File: config.mk
export PLATFORM = sky130hd
export DESIGN_NAME = imem_loader
export DESIGN_NICKNAME = d
export VERILOG_FILES = /design/src/rtl/loader_pkg.sv /design/src/rtl/imem_loader.sv
export SDC_FILE = /design/constraint.sdc
export NUM_CORES = 1
export LEC_CHECK = 0
export ABC_AREA = 1
export CAP_MARGIN = 20
export CORE_MARGIN = 2
export CORE_UTILIZATION = 40
export DETAILED_ROUTE_END_ITERATION = 8
export GPL_TIMING_DRIVEN = 0
export MAX_ROUTING_LAYER = met4
export RECOVER_POWER = 50
export SETUP_SLACK_MARGIN = 0.02
export SYNTH_ARGS = -nofsm -noshare
export SYNTH_HDL_FRONTEND = slang
export SYNTH_SLANG_ARGS = --single-unit
File: constraint.sdc
create_clock -name clk -period 1.7 [get_ports clk]
set_clock_uncertainty 0.05 [all_clocks]
set_input_delay 0.255 -clock clk [delete_from_list [all_inputs] [get_ports clk]]
set_output_delay 0.255 -clock clk [all_outputs]
set_load 0.01 [all_outputs]
File: src/rtl/loader_pkg.sv
`default_nettype none
// ============================================================================
// Package   : loader_pkg
// Purpose   : Shared constants and state encoding for the instruction-memory
//             boot loader.
// Revision  : 1.0 - initial release
// ============================================================================
package loader_pkg;

  // Frame start marker; every other byte seen while idle is discarded.
  localparam logic [7:0] SYNC_BYTE = 8'hA5;

  // Instruction width of the single-cycle CPU (HI[0] concatenated with LO).
  localparam int unsigned INSTR_W_DEFAULT = 9;

  // Loader frame-parsing states.
  typedef enum logic [2:0] {
    S_IDLE   = 3'd0,
    S_LEN_HI = 3'd1,
    S_LEN_LO = 3'd2,
    S_W_HI   = 3'd3,
    S_W_LO   = 3'd4,
    S_CKSUM  = 3'd5,
    S_DONE   = 3'd6,
    S_ERROR  = 3'd7
  } state_e;

endpackage : loader_pkg
`default_nettype wire

File: src/rtl/imem_loader.sv
`default_nettype none
// ============================================================================
// Module    : imem_loader
// Purpose   : Boot-time loader. Parses a framed byte stream (SYNC, LEN, word
//             pairs, XOR checksum), writes instructions to sequential
//             instruction-memory addresses and releases the CPU on success.
// Revision  : 1.0 - initial release
// ============================================================================
module imem_loader
  import loader_pkg::*;
#(
  parameter int unsigned INSTR_W = INSTR_W_DEFAULT,
  parameter int unsigned ADDR_W  = 16,
  parameter int unsigned DEPTH   = 256
) (
  input  logic               clk,
  input  logic               init,
  input  logic [7:0]         rx_data,
  input  logic               rx_valid,
  output logic               rx_ready,
  output logic               imem_we,
  output logic [ADDR_W-1:0]  imem_addr,
  output logic [INSTR_W-1:0] imem_wdata,
  output logic               cpu_hold,
  output logic               cpu_start,
  output logic               done,
  output logic               error,
  output logic [15:0]        word_count
);

  state_e               state_q, state_d;
  logic [15:0]          len_q, len_d;
  logic [7:0]           cksum_q, cksum_d;
  logic                 hi_bit_q, hi_bit_d;
  logic [15:0]          count_q, count_d;
  logic [ADDR_W-1:0]    addr_q, addr_d;
  logic [INSTR_W-1:0]   wdata_q, wdata_d;
  logic                 we_q, we_d;
  logic                 start_q, start_d;
  logic                 done_q, done_d;
  logic                 error_q, error_d;
  logic                 ready_q, ready_d;

  logic                 accept;
  logic [15:0]          len_full;
  logic [15:0]          count_inc;

  // rx_ready is registered, so it is low through reset and rises one cycle
  // after init is released.
  assign accept    = rx_valid && ready_q;
  assign len_full  = {len_q[15:8], rx_data};
  assign count_inc = count_q + 16'd1;

  // Frame parser: next state, checksum folding, word assembly and write issue.
  always_comb begin
    state_d  = state_q;
    len_d    = len_q;
    cksum_d  = cksum_q;
    hi_bit_d = hi_bit_q;
    count_d  = count_q;
    addr_d   = addr_q;
    wdata_d  = wdata_q;
    we_d     = 1'b0;

    if (accept) begin
      case (state_q)
        S_IDLE: begin
          if (rx_data == SYNC_BYTE) begin
            cksum_d = 8'h00;
            count_d = 16'd0;
            state_d = S_LEN_HI;
          end
        end
        S_LEN_HI: begin
          len_d   = {rx_data, len_q[7:0]};
          cksum_d = cksum_q ^ rx_data;
          state_d = S_LEN_LO;
        end
        S_LEN_LO: begin
          len_d   = len_full;
          cksum_d = cksum_q ^ rx_data;
          if (32'(len_full) > DEPTH) begin
            state_d = S_ERROR;
          end else if (len_full == 16'd0) begin
            state_d = S_CKSUM;
          end else begin
            state_d = S_W_HI;
          end
        end
        S_W_HI: begin
          cksum_d  = cksum_q ^ rx_data;
          hi_bit_d = rx_data[0];
          // Only bit 0 of the HI byte carries data; the rest is reserved.
          state_d  = (rx_data[7:1] != 7'd0) ? S_ERROR : S_W_LO;
        end
        S_W_LO: begin
          cksum_d = cksum_q ^ rx_data;
          we_d    = 1'b1;
          addr_d  = ADDR_W'(count_q);
          wdata_d = INSTR_W'({hi_bit_q, rx_data});
          count_d = count_inc;
          state_d = (count_inc == len_q) ? S_CKSUM : S_W_HI;
        end
        S_CKSUM: begin
          state_d = (rx_data == cksum_q) ? S_DONE : S_ERROR;
        end
        default: begin
          state_d = state_q;
        end
      endcase
    end

    // Status flags follow the state they lead into, so they appear the
    // cycle after the deciding byte.
    done_d  = done_q  || (state_d == S_DONE);
    error_d = error_q || (state_d == S_ERROR);
    start_d = (state_q == S_CKSUM) && (state_d == S_DONE);
    ready_d = (state_d != S_DONE) && (state_d != S_ERROR);
  end

  // FSM state register.
  always_ff @(posedge clk) begin
    if (!init) begin
      state_q <= S_IDLE;
    end else begin
      state_q <= state_d;
    end
  end

  // Datapath and output registers; memory contents are not touched by reset.
  always_ff @(posedge clk) begin
    if (!init) begin
      len_q    <= 16'd0;
      cksum_q  <= 8'h00;
      hi_bit_q <= 1'b0;
      count_q  <= 16'd0;
      addr_q   <= '0;
      wdata_q  <= '0;
      we_q     <= 1'b0;
      start_q  <= 1'b0;
      done_q   <= 1'b0;
      error_q  <= 1'b0;
      ready_q  <= 1'b0;
    end else begin
      len_q    <= len_d;
      cksum_q  <= cksum_d;
      hi_bit_q <= hi_bit_d;
      count_q  <= count_d;
      addr_q   <= addr_d;
      wdata_q  <= wdata_d;
      we_q     <= we_d;
      start_q  <= start_d;
      done_q   <= done_d;
      error_q  <= error_d;
      ready_q  <= ready_d;
    end
  end

  assign rx_ready   = ready_q;
  assign imem_we    = we_q;
  assign imem_addr  = addr_q;
  assign imem_wdata = wdata_q;
  assign cpu_hold   = ~done_q;
  assign cpu_start  = start_q;
  assign done       = done_q;
  assign error      = error_q;
  assign word_count = count_q;

endmodule : imem_loader
`default_nettype wire

==> run metrics <==
synthesis-to-finish area growth 41.13%; run status finished with violations; WL final 12.06 mm; largest net degree at the start of global routing 14; TritonCTS sink count 74; Worst Tran Pin Value 0.8155 ns; initial drt markers 138; Synth Area per Inst 6.918 um2; Pwr per Cell Area 722.7 nW/um2; vias in the first global route 3719; DRC 0; Pre-antenna DRT Iters 5; RSZ-0062 raised after global routing yes; drt via density 5.312; Die W 100.4 um; Synth area leader dfxtp_1; H-tree Lvls 3; relative slew slack 0.4563; Post-Synth XOR/XNOR Area 0.02358; Port Buf Inserts 56; GRT Util Overall 0.2503; f_max 478.2 MHz; Synth Area in Adders 0.003368; sequential share of the synthesized area 0.3988; Inserted Clock Buffers 9; Unique masters post-synth 31; Peak VDD IR 346.4 uV; layout cells sized above 1 0.2243; Max-cap violations 0; routability congestion estimate 0.9521; DP Wirelength 8.422 mm; final worst slack -0.3912 ns; Clock Path Buffers 2; Critical Path Sink Type register; Synth Area in Compound Gates 0.1809; minimum clock period 2.091 ns; Setup crit start kind register; main combinational cell family by area after synthesis simple AND/OR/NAND/NOR gates; Hold-fix buffers, CTS 0; final hold slack 0.2528 ns; Ys Warns 0; Critical Path AT 2.27 ns; CTS tree built; DP Worst Slack -0.8224 ns; Die Height 100.4 um; die area 10070 um2; Routed Antenna Nets 0; top post-synthesis cells by area dfxtp_1 40%, nand2_1 10%, o21ai_0 7.8%, nand3_1 7.1%, nor2_1 6.0%; Syn Inst Count 537; Final period util 1.230; Hold Vio Cnt, Final 0; clock slew at reported path FFs 0.09 ns; Synth Area in Simple Gates 0.3082; post-DR wirelength/cell 16.02 um; antenna diode count 0; first-pass GRT wire length 18.73 mm; Slew Limit Fails 0; critical path required time 1.88 ns; leakage 2.128 nW; #FFs+latches synth 74; top cell type's share of synthesized area 0.3988; via count 4000; grt ovf 0; initial antenna violation count 0; Synth Cell Area 3715 um2; Hold Path Class in -> reg; final setup violation count 12; CTS root buffer clkbuf_8; row count 35; Core ar. 9109 um2; Mapped Nets 549; crit-path max FO 5; multiplexer area fraction after synthesis 0; starting density of the core 0.4078; final net count 649; Critical Setup Path Class reg -> reg; worst-skew pair later-pin latency 0.36 ns; Top Ports 58; failing checks setup timing
## per-stage QoR
| stage | power [mW] | util | setup TNS (ns) | instances | instance area, um2 |
|---|---|---|---|---|---|
| after global routing | 3.911 | 0.5755 | -6.284 | 753 | 5243 |
| after CTS | 3.795 | 0.5577 | -2.105 | 748 | 5080 |
| after floorplan | 1.983 | - | -0.2412 | 537 | 3750 |
| final | 3.789 | 0.5755 | -2.938 | 753 | 5243 |
| after global placement | 2.086 | 0.4885 | -29.19 | 704 | 4449 |
| after detailed placement | 2.087 | 0.4885 | -29.99 | 704 | 4449 |
## logic make-up (layout without fill, tap and decap cells)
| group | Yosys count | count (layout) |
|---|---|---|
| XOR/XNOR | 10 | 10 |
| buffers and inverters | 83 | 187 |
| adder cells (fa/ha/maj) | 1 | 1 |
| AO/OA/AOI/OAI | 119 | 119 |
| flip-flops | 74 | 74 |
| AND/OR/NAND/NOR | 250 | 251 |
## worst max-delay path: stages (launching register included)
cell     delay [ns]
dfxtp_4        0.39
ha_4           0.20
nand2_8        0.08
nor2_4         0.19
nand4_1        0.15
buf_4          0.16
nand3_1        0.07
nand2_1        0.08
nand3_1        0.09
nor2_1         0.04
nand2_1        0.10
nand2_2        0.08
a21oi_1        0.18
a21oi_1        0.09
## synth_stat cells
cell type  count
nand4_2        1
buf_1          2
o21ai_0       58
nand2_2        8
a311oi_1       1
nand2_1      101
nand4_1       11
nor2_2         2
nand3b_1       5
o31ai_2        1
ha_1           1
nor3_4         1
xnor2_1        7
nor3_2         1
clkbuf_1      10
a32o_1         4
a21oi_1       41
dfxtp_1       74
xor2_1         3
inv_1         58
nor2_4         5
nor3_1         3
buf_2          4
o32ai_1        6
o21ai_1        1
o21ai_2        1
nor2_1        59
nand3_1       53
o31ai_1        5
inv_2          9
o21bai_2       1
## state kept, by name (all words and copies together) (netlist names)
name,count
done,1
rx_ready,1
cpu_start,1
hi_bit_q,1
len_q,16
imem_we,1
imem_wdata,9
imem_addr,16
state_q,3
cksum_q,8
word_count,16
error,1
## layout by cell type (no fill, tap or decap), drive strengths merged
master,n
o31ai,6
dlymetal6s2s,4
clkdlybuf4s50,50
nand3b,5
bufinv,2
a32o,4
nor2,67
xnor2,7
xor2,3
ha,1
dfxtp,74
nor3,5
a311oi,1
buf,36
a21oi,41
clkinv,1
o21bai,1
o21ai,60
clkdlybuf4s15,1
dlygate4sd2,1
nand3,53
nand2,109
o32ai,6
inv,67
nand4,12
clkbuf,25
## routing by layer
layer	wire [um]	track usage	up-vias
met5	0	-	-
met4	320	0.1012	0
met3	474	0.03969	29
met2	5890	0.4202	116
met1	5376	0.2998	1866
li1	-	-	1989
## worst paths after layout
| kind | startpoint | end | slack [ns] | cells past startpoint |
|---|---|---|---|---|
| hold / removal | init | cpu_start | 0.25 | 3 |
| setup / recovery | word_count[1] | rx_ready | -0.39 | 13 |
| hold reg to reg | error | error | 0.39 | 2 |
| setup reg to reg | word_count[1] | rx_ready | -0.39 | 13 |
## cell type report
| class | count | area, um2 |
|---|---|---|
| Fill cell | 877 | 3866 |
| Multi-Input combinational cell | 381 | 2163 |
| Sequential cell | 74 | 1516 |
| Timing Repair Buffer | 89 | 830.8 |
| Buffer | 15 | 82.58 |
| Clock buffer | 13 | 180.2 |
| Clock inverter | 3 | 68.82 |
| Inverter | 67 | 261.5 |
| Tap cell | 111 | 138.9 |
## power by group
group	internal (mW)	switching, mW
Sequential	1.75	0.0254
Clock	1.00	0.705
Combinational	0.110	0.202
## repair_timing
action	4_1_cts	5_1_grt
gates resized for setup	52	40
setup buffers	26	6
setup endpoints to repair	79	64
gates cloned	2	0
pin swaps	14	16
Power figures use the tool's default switching activity.
